<file path="src/rtl/pll_lock_supervisor.sv">
// pll_lock_supervisor: sequences PLL RESETB, filters LOCK and releases one clean active-low system reset.
// Optional PLL_SUPERVISOR_PER_CHANNEL_RESTART_EN: timeouts restart only unlocked channels, adds failed_mask.
module pll_lock_supervisor #(
   parameter int NUM_PLL             = 1,
   parameter int PLL_RST_CYCLES      = 16,
   parameter int LOCK_STABLE_CYCLES  = 1024,
   parameter int LOCK_TIMEOUT_CYCLES = 65536,
   parameter int MAX_RETRIES         = 7,
   parameter int CNT_W               = 17
) (
   input  logic               clock_in,
   input  logic               reset_n,
   input  logic [NUM_PLL-1:0] lock,
   output logic [NUM_PLL-1:0] pll_resetb,
   output logic               sys_reset_n,
   output logic               all_locked,
   output logic [2:0]         state,
   output logic               fail,
   output logic [7:0]         loss_count
`ifdef PLL_SUPERVISOR_PER_CHANNEL_RESTART_EN
   ,
   output logic [NUM_PLL-1:0] failed_mask
`endif
);
   localparam int RW = $clog2(MAX_RETRIES + 2);
   typedef enum logic [2:0] {PLL_RST = 3'd0, WAIT_LOCK = 3'd1, STABLE = 3'd2, RUN = 3'd3, FAIL = 3'd4} st_t;
   st_t st;
   logic [CNT_W-1:0] cnt;
   logic [RW-1:0] retries;
   logic [1:0] rst_q;
   logic [NUM_PLL-1:0] s1, s2, restart_mask;
   logic rst_done, lock_to, stable_done, max_hit;
   assign state       = st;
   assign rst_done    = cnt == CNT_W'(PLL_RST_CYCLES - 1);
   assign lock_to     = cnt == CNT_W'(LOCK_TIMEOUT_CYCLES - 1);
   assign stable_done = cnt == CNT_W'(LOCK_STABLE_CYCLES - 1);
   assign max_hit     = retries == RW'(MAX_RETRIES);
`ifdef PLL_SUPERVISOR_PER_CHANNEL_RESTART_EN
   assign restart_mask = s2;
`else
   assign restart_mask = '0;
`endif
   // reset release and lock inputs both pass through two flops before use
   always_ff @(posedge clock_in or negedge reset_n)
      if (!reset_n) begin
         rst_q      <= '0;
         s1         <= '0;
         s2         <= '0;
         all_locked <= 1'b0;
      end else begin
         rst_q      <= {rst_q[0], 1'b1};
         s1         <= lock;
         s2         <= s1;
         all_locked <= &s2;
      end
   always_ff @(posedge clock_in or negedge reset_n)
      if (!reset_n) begin
         st          <= PLL_RST;
         cnt         <= '0;
         retries     <= '0;
         pll_resetb  <= '0;
         sys_reset_n <= 1'b0;
         fail        <= 1'b0;
         loss_count  <= '0;
      end else if (rst_q[1]) begin
         case (st)
            PLL_RST: begin
               cnt <= rst_done ? '0 : cnt + CNT_W'(1);
               if (rst_done) begin
                  st         <= WAIT_LOCK;
                  pll_resetb <= '1;
               end
            end
            WAIT_LOCK:
               if (all_locked) begin
                  cnt <= '0;
                  st  <= STABLE;
               end else if (!lock_to) cnt <= cnt + CNT_W'(1);
               else if (max_hit) begin
                  st         <= FAIL;
                  fail       <= 1'b1;
                  pll_resetb <= '0;
               end else begin
                  cnt        <= '0;
                  retries    <= retries + RW'(1);
                  st         <= PLL_RST;
                  pll_resetb <= restart_mask;
               end
            STABLE:
               if (!all_locked) begin
                  cnt <= '0;
                  st  <= WAIT_LOCK;
               end else if (!stable_done) cnt <= cnt + CNT_W'(1);
               else begin
                  cnt         <= '0;
                  st          <= RUN;
                  sys_reset_n <= 1'b1;
                  retries     <= '0;
               end
            RUN:
               if (!all_locked) begin
                  cnt         <= '0;
                  st          <= WAIT_LOCK;
                  sys_reset_n <= 1'b0;
                  loss_count  <= loss_count + {7'd0, ~&loss_count};
               end
            FAIL: fail <= 1'b1;
            default: begin
               st          <= PLL_RST;
               cnt         <= '0;
               pll_resetb  <= '0;
               sys_reset_n <= 1'b0;
            end
         endcase
      end
`ifdef PLL_SUPERVISOR_PER_CHANNEL_RESTART_EN
   always_ff @(posedge clock_in or negedge reset_n)
      if (!reset_n) failed_mask <= '0;
      else if (rst_q[1] && st == STABLE && all_locked && stable_done) failed_mask <= '0;
      else if (rst_q[1] && st == WAIT_LOCK && !all_locked && lock_to && !max_hit)
         failed_mask <= failed_mask | ~s2;
`endif
endmodule

</file>
<file path="config.mk">
export PLATFORM = sky130hd
export DESIGN_NAME = pll_lock_supervisor
export DESIGN_NICKNAME = d
export VERILOG_FILES = /design/src/rtl/pll_lock_supervisor.sv
export SDC_FILE = /design/constraint.sdc
export NUM_CORES = 1
export LEC_CHECK = 0
export ABC_AREA = 1
export ABC_CLOCK_PERIOD_IN_PS = 2200
export CAP_MARGIN = 10
export CORE_MARGIN = 2
export CORE_UTILIZATION = 52
export CTS_CLUSTER_DIAMETER = 200
export DETAILED_ROUTE_END_ITERATION = 10
export GPL_ROUTABILITY_DRIVEN = 0
export PLACE_DENSITY = 0.85
export SLEW_MARGIN = 25
export SYNTH_ARGS = -nofsm -noshare
export SYNTH_HDL_FRONTEND = slang
export SYNTH_SLANG_ARGS = --single-unit
</file>
<file path="constraint.sdc">
create_clock -name clock_in -period 2.2 [get_ports clock_in]
set_clock_uncertainty 0.15 [all_clocks]
set_input_delay 0.44 -clock clock_in [delete_from_list [all_inputs] [get_ports clock_in]]
set_output_delay 0.44 -clock clock_in [all_outputs]
set_load 0.05 [all_outputs]
</file>
==> After elaboration in Yosys (flattened, before gate mapping) <==
Cells that the tools add are included.
{ "word_totals": {"reg_bits": 40, "inputBits": 3, "wordCells": 85, "out_inout_bits": 15} }
{ "classes": {"bitwise": 4, "n_eq_ne": 19, "n_addsub": 3, "muxes": 34, "reduce_logical": 14} }
{ "ops": {"columns": ["operator", "n"], "rows": [
  ["17-bit two-way mux", 7],
  ["17-bit one-hot mux with 5 select lines", 1],
  ["3-bit two-way mux", 7],
  ["4-bit two-way mux", 5],
  ["17-bit by 1-bit adder with 17-bit output (second input constant)", 1],
  ["17-bit by 10-bit equality test with 1-bit output (second input constant)", 1],
  ["17-bit by 16-bit equality test with 1-bit output (second input constant)", 1],
  ["17-bit by 4-bit equality test with 1-bit output (second input constant)", 1],
  ["2-bit inequality test (second input constant)", 8],
  ["3-bit one-hot mux with 5 select lines", 1],
  ["5-bit AND reduction", 3],
  ["1-bit two-way mux", 9],
  ["8-bit by 1-bit adder with 8-bit output", 1],
  ["4-bit one-hot mux with 2 select lines", 1],
  ["8-bit AND reduction", 1],
  ["7-bit AND reduction", 1],
  ["3-bit by 2-bit equality test with 1-bit output (second input constant)", 2],
  ["3-bit inequality test (second input constant)", 2],
  ["1-bit one-hot mux with 3 select lines", 2],
  ["6-bit AND reduction", 1],
  ["3-bit OR reduction", 2],
  ["4-bit by 1-bit adder with 4-bit output (second input constant)", 1],
  ["4-bit by 3-bit equality test with 1-bit output (second input constant)", 1],
  ["4-bit inequality test (second input constant)", 1],
  ["9 further kinds", 13]
]} }

==> Logic depth before layout (Yosys ltp) <==
Gate-level depths: netlist of run 1.
{ "logic_depth": {"ltp_word": 5, "mapped_depth": 16, "ltp_nobuf": 15} }

==> Least setup slack after synthesis of run 1 <==
No wires, ideal clock.
{ "synth_timing": {"path_kind": "register -> register", "start": "register cnt[0]", "end": "register retries[0]", "synth_period_minus_slack_ps": 2402, "stages_incl_launch_ff": 15, "arrival_time_ps": 2130, "path_buffers": 0, "required_ps": 1927, "setup_ps": 123, "slack_ps": -202, "path_cell_list": "dfrtp_1 > ha_1 > nand2_1 > nor3_2 > inv_1 > nor2_1 > nand2_1 > nor3_1 > ha_1 > nor2_1 > nor3b_1 > and2_1 > nand2_1 > nand2_1 > o21ai_1"} }
{ "synth_via": {"elab_chain_len": 3, "word_cells_on_any_way": 5, "cone_classes": "eq/ne (4); reduce/logical (1)"} }
{ "synth_rtl": {"columns": ["element", "line_no", "rtl"], "rows": [
  ["start, declared", "28", "logic [CNT_W-1:0] cnt;"],
  ["start signal, assigned", "68", "cnt <= rst_done ? '0 : cnt + CNT_W'(1);"],
  ["start signal, assigned", "78", "end else if (!lock_to) cnt <= cnt + CNT_W'(1);"],
  ["start signal, assigned", "93", "end else if (!stable_done) cnt <= cnt + CNT_W'(1);"],
  ["17-bit by 10-bit equality test with 1-bit output or 17-bit by 16-bit equality test with 1-bit output (tied branches)", "36, 35", null],
  ["2-bit inequality test (no line)", null, null],
  ["7-bit AND reduction (no line) *", null, null],
  ["end signal, assigned", "85", "retries <= retries + RW'(1);"],
  ["end, declared", "29", "logic [RW-1:0] retries;"]
]} }
Mark *: on every way between the ends. The rest lies on a longest branch, timed or not.
A chain may end at the register's enable or synchronous reset.

==> Worst setup path in the final report of run 1 <==
{ "layout_timing": {"start": "register cnt[1]", "end": "register retries[1]"} }
The elaborated chain is that of the path after synthesis.

==> flow_metrics.py, run 1 <==
metrics = {
    "power_and_ir_drop": {
        "power_density_nw_per_um2": 901.0,
        "ir_worst_vdd_mv": 0.6380,
        "p_leak_nw": 1.569,
    },
    "worst_setup_path": {
        "startpoint": "cnt[1]",
        "path_buf_inv": 1,
        "r2r_slack_ps": -390,
        "worst-path-max-fanout": 6,
        "r2r_start": "cnt[1]",
        "critPathTopFamily": "simple AND/OR/NAND/NOR gates",
        "critPathLaunchType": "flop",
        "critPathKind": "reg2reg",
        "crit_path_end": "retries[1]",
        "r2r_end": "retries[1]",
        "path_cells": "ha_4 > nand2_4 > nor3_4 > inv_2 > nor2_4 > nand2_2 > nor3_2 > ha_2 > nor2_4 > nor3b_4 > and2_4 > nand2_4 > nand2_1 > nand2_1",
        "slowest_delay_ps": 410,
        "cp.depth": 14,
        "crit_required_ps": 2250,
        "crit_slowest_cell": "dfrtp_1",
        "critPathCaptureType": "flop",
        "worst-r2r-cell-count": 14,
        "worstPathArrival_ps": 2640,
    },
    "floorplan": {
        "die_w_um": 69.34,
        "rows": 23,
        "dieArea_um2": 4807,
        "start_util_pct": 54.70,
        "core_area_um2": 4058,
        "die_y_um": 69.34,
        "ios": 18,
    },
    "logic_synthesis": {
        "ys_seq_area_share_pct": 45.10,
        "avgSynthCellArea_um2": 7.956,
        "syn_inst": 279,
        "syn_nets": 288,
        "syn-cell-area_um2": 2220,
        "synth_common_cells": "73 x nand2_1, 40 x dfrtp_1, 35 x nor2_1",
        "synth_cell_types": 29,
        "synth_top_area_cell": "dfrtp_1",
        "synth-edff-count": 0,
        "ys.flop_type": "dfrtp_1",
        "yosysMostFrequentCell": "nand2_1",
        "synth_area_leaders": "dfrtp_1 45%, nand2_1 12%, nor2_1 5.9%",
        "async_flop_share_pct": 100.0,
        "yosysWarnings": 0,
        "yosysTopAreaCellShare_pct": 45.10,
        "ys_ff_latch": 40,
    },
    "clock_network": {
        "cts.path.max_buffers": 2,
        "clock_latency_ps": 310,
        "ctsRootBufferMaster": "clkbuf_8",
        "cts_tree": "built",
        "path_clk_slew_ps": 90,
        "clock-sinks": 40,
        "cts_buffers": 5,
        "holdBufCountCts": 0,
        "cts.htree.levels": 2,
    },
    "timing": {
        "slew_headroom_pct": 64.55,
        "fin_ws_ps": -389.9,
        "post-route-period-util_pct": 117.7,
        "finalHoldViolations": 0,
        "drv_slew": 0,
        "tightest_slew_ps": 530.1,
        "rsz0062_at_grt": "true",
        "finalSetupViolations": 26,
        "fmax_ghz": 0.3861,
        "final.min_clock_period_ps": 2590,
        "hold_ws_ps": 33.32,
    },
    "layout": {
        "drive_above_1_share_pct": 33.61,
        "areaGrowthSynthToFinish_pct": 42.50,
        "finalNetCount": 372,
        "diodes": 0,
        "post-route-cell-area_um2": 3163,
    },
    "worst_hold_path": {
        "hp-class": "in2async",
    },
    "global_routing": {
        "grt_pass1_wl_mm": 11.47,
        "track_usage_pct": 30.36,
        "overflow": 0,
        "grt_antenna_before_repair": 0,
        "grt_pass1_vias": 2437,
        "grt_max_degree": 41,
    },
    "detailed_routing": {
        "drc_errors": 0,
        "route.detailed.wl_per_inst_um": 20.08,
        "drt_wl_total_mm": 8.291,
        "via_per_inst": 6.240,
        "firstDrtPassIters": 8,
        "num_vias": 2577,
        "drtIter0Drc": 624,
        "ant_nets": 0,
    },
    "status": {
        "failed_checks": "negative setup slack",
        "status": "finished, violations left",
    },
    "placement": {
        "port_buffers": 17,
        "hpwl_mm": 3.878,
        "dpl_cell_area_um2": 2641,
    },
    "job": {
        "cap_viol_max_count": 0,
    },
}
[worst register-to-register path: stages (launching register included)]
cell	delay, ps
dfrtp_1	410
ha_4	180
nand2_4	70
nor3_4	160
inv_2	80
nor2_4	120
nand2_2	70
nor3_2	220
ha_2	250
nor2_4	50
nor3b_4	260
and2_4	210
nand2_4	90
nand2_1	110
nand2_1	70
[sequential cells by signal (all words and copies together) (netlist names)]
name / cells
s1: 1
s2: 1
state: 3
fail: 1
all_locked: 1
sys_reset_n: 1
retries: 4
pll_resetb: 1
loss_count: 8
cnt: 17
rst_q: 2
[routing by layer]
layer  GRT usage [%]  vias up  part of all wire, %  routed length [µm]
li1                -     1059                    -                   -
met1           35.84     1178                   35                2869
met4           15.25        0                  8.3                 692
met5               0        -                    0                   0
met2           50.85      245                   45                3704
met3           8.140       95                   12                1025
[final cells by class]
type,instances,area [µm²]
clock buffers,5,68.82
repair buffers,74,609.3
flip-flops and latches,40,1001
well taps,50,62.56
repair inverters,1,6.256
fillers,219,894.6
inverters,35,136.4
clock inverters,2,12.51
multi-input cells,206,1266
[where the power goes]
| part | leakage [nW] | internal (mW) | switching (mW) |
|---|---|---|---|
| Clock | 0.0400 | 0.215 | 0.269 |
| Sequential | 0.530 | 0.836 | 0.117 |
| Combinational | 0.998 | 0.492 | 0.922 |
[repair_timing]
item                                    in CTS  in global routing
gates cloned                                 3                  1
endpoints found under the setup margin      25                 29
resized for setup                           14                 35
buffers inserted                            31                  7
pin swaps                                    3                 22
[how the worst min path moves through the flow]
stage             start  slack [ps]  cells past startpoint             to
3_3_place_gp   rst_q[0]         180                      0       rst_q[1]
6_report        reset_n          30                      2  loss_count[7]
4_1_cts         reset_n          50                      2        cnt[12]
3_5_place_dp         s2         200                      0     all_locked
5_1_grt         reset_n          80                      2       rst_q[1]
2_1_floorplan   reset_n          -6                      0     all_locked
[cell families after synthesis]
kind of cell | after synthesis | share of synthesized area [%]
DFF | 40 | 45.10
adders and majority gates | 6 | 3.382
xor gates and xnor gates | 15 | 5.919
other | 1 | 0.1689
AOI/OAI and AO/OA | 28 | 6.651
and+or+nand+nor | 153 | 32.36
buffers and inverters | 36 | 6.426
[per-stage QoR]
step	worst slack, ps	power, mW	utilization, %	instances	setup TNS, ps
2_1_floorplan	-76.44	1.656	-	279	-594.7
3_3_place_gp	-106.6	1.958	65.09	368	-1403
3_5_place_dp	-193.3	1.993	65.09	368	-3433
4_1_cts	-172.5	2.571	74.22	409	-3257
5_1_grt	-491.6	2.947	77.95	413	-9898
6_report	-389.9	2.850	77.95	413	-7831
[cell usage in the layout (no fill, tap or decap), types with 2 or more instances in the layout]
master	n
nand2_1	57
buf_4	54
dfrtp_1	40
nor2_1	32
inv_1	29
nand3_1	15
xor2_1	14
clkdlybuf4s50_1	14
nand2_2	13
o21ai_1	9
nor3_1	6
nor2_4	6
nand2_4	5
inv_2	5
nand4_1	5
o21ai_0	5
a21oi_1	5
clkbuf_8	5
nor2_2	4
a21oi_2	4
nand3_2	3
ha_1	3
buf_6	3
nor3_2	2
nand3_4	2
o21ai_2	2
a21o_1	2
ha_2	2
dlymetal6s2s_1	2
(Power assumes the default switching activity.)
==> run 2, diff against run 1 <==
Settings changed: ABC_CLOCK_PERIOD_IN_PS 2200 to unset, CTS_CLUSTER_SIZE set to 8.
==> results of run 2 <==
Same layout as run 1: the final DEF is identical, and so are final timing and power.
==> run 3, diff against run 2 <==
Settings changed: CAP_MARGIN 10 to 20.
==> results of run 3 <==
Same layout as run 1: the final DEF is identical, and so are final timing and power.
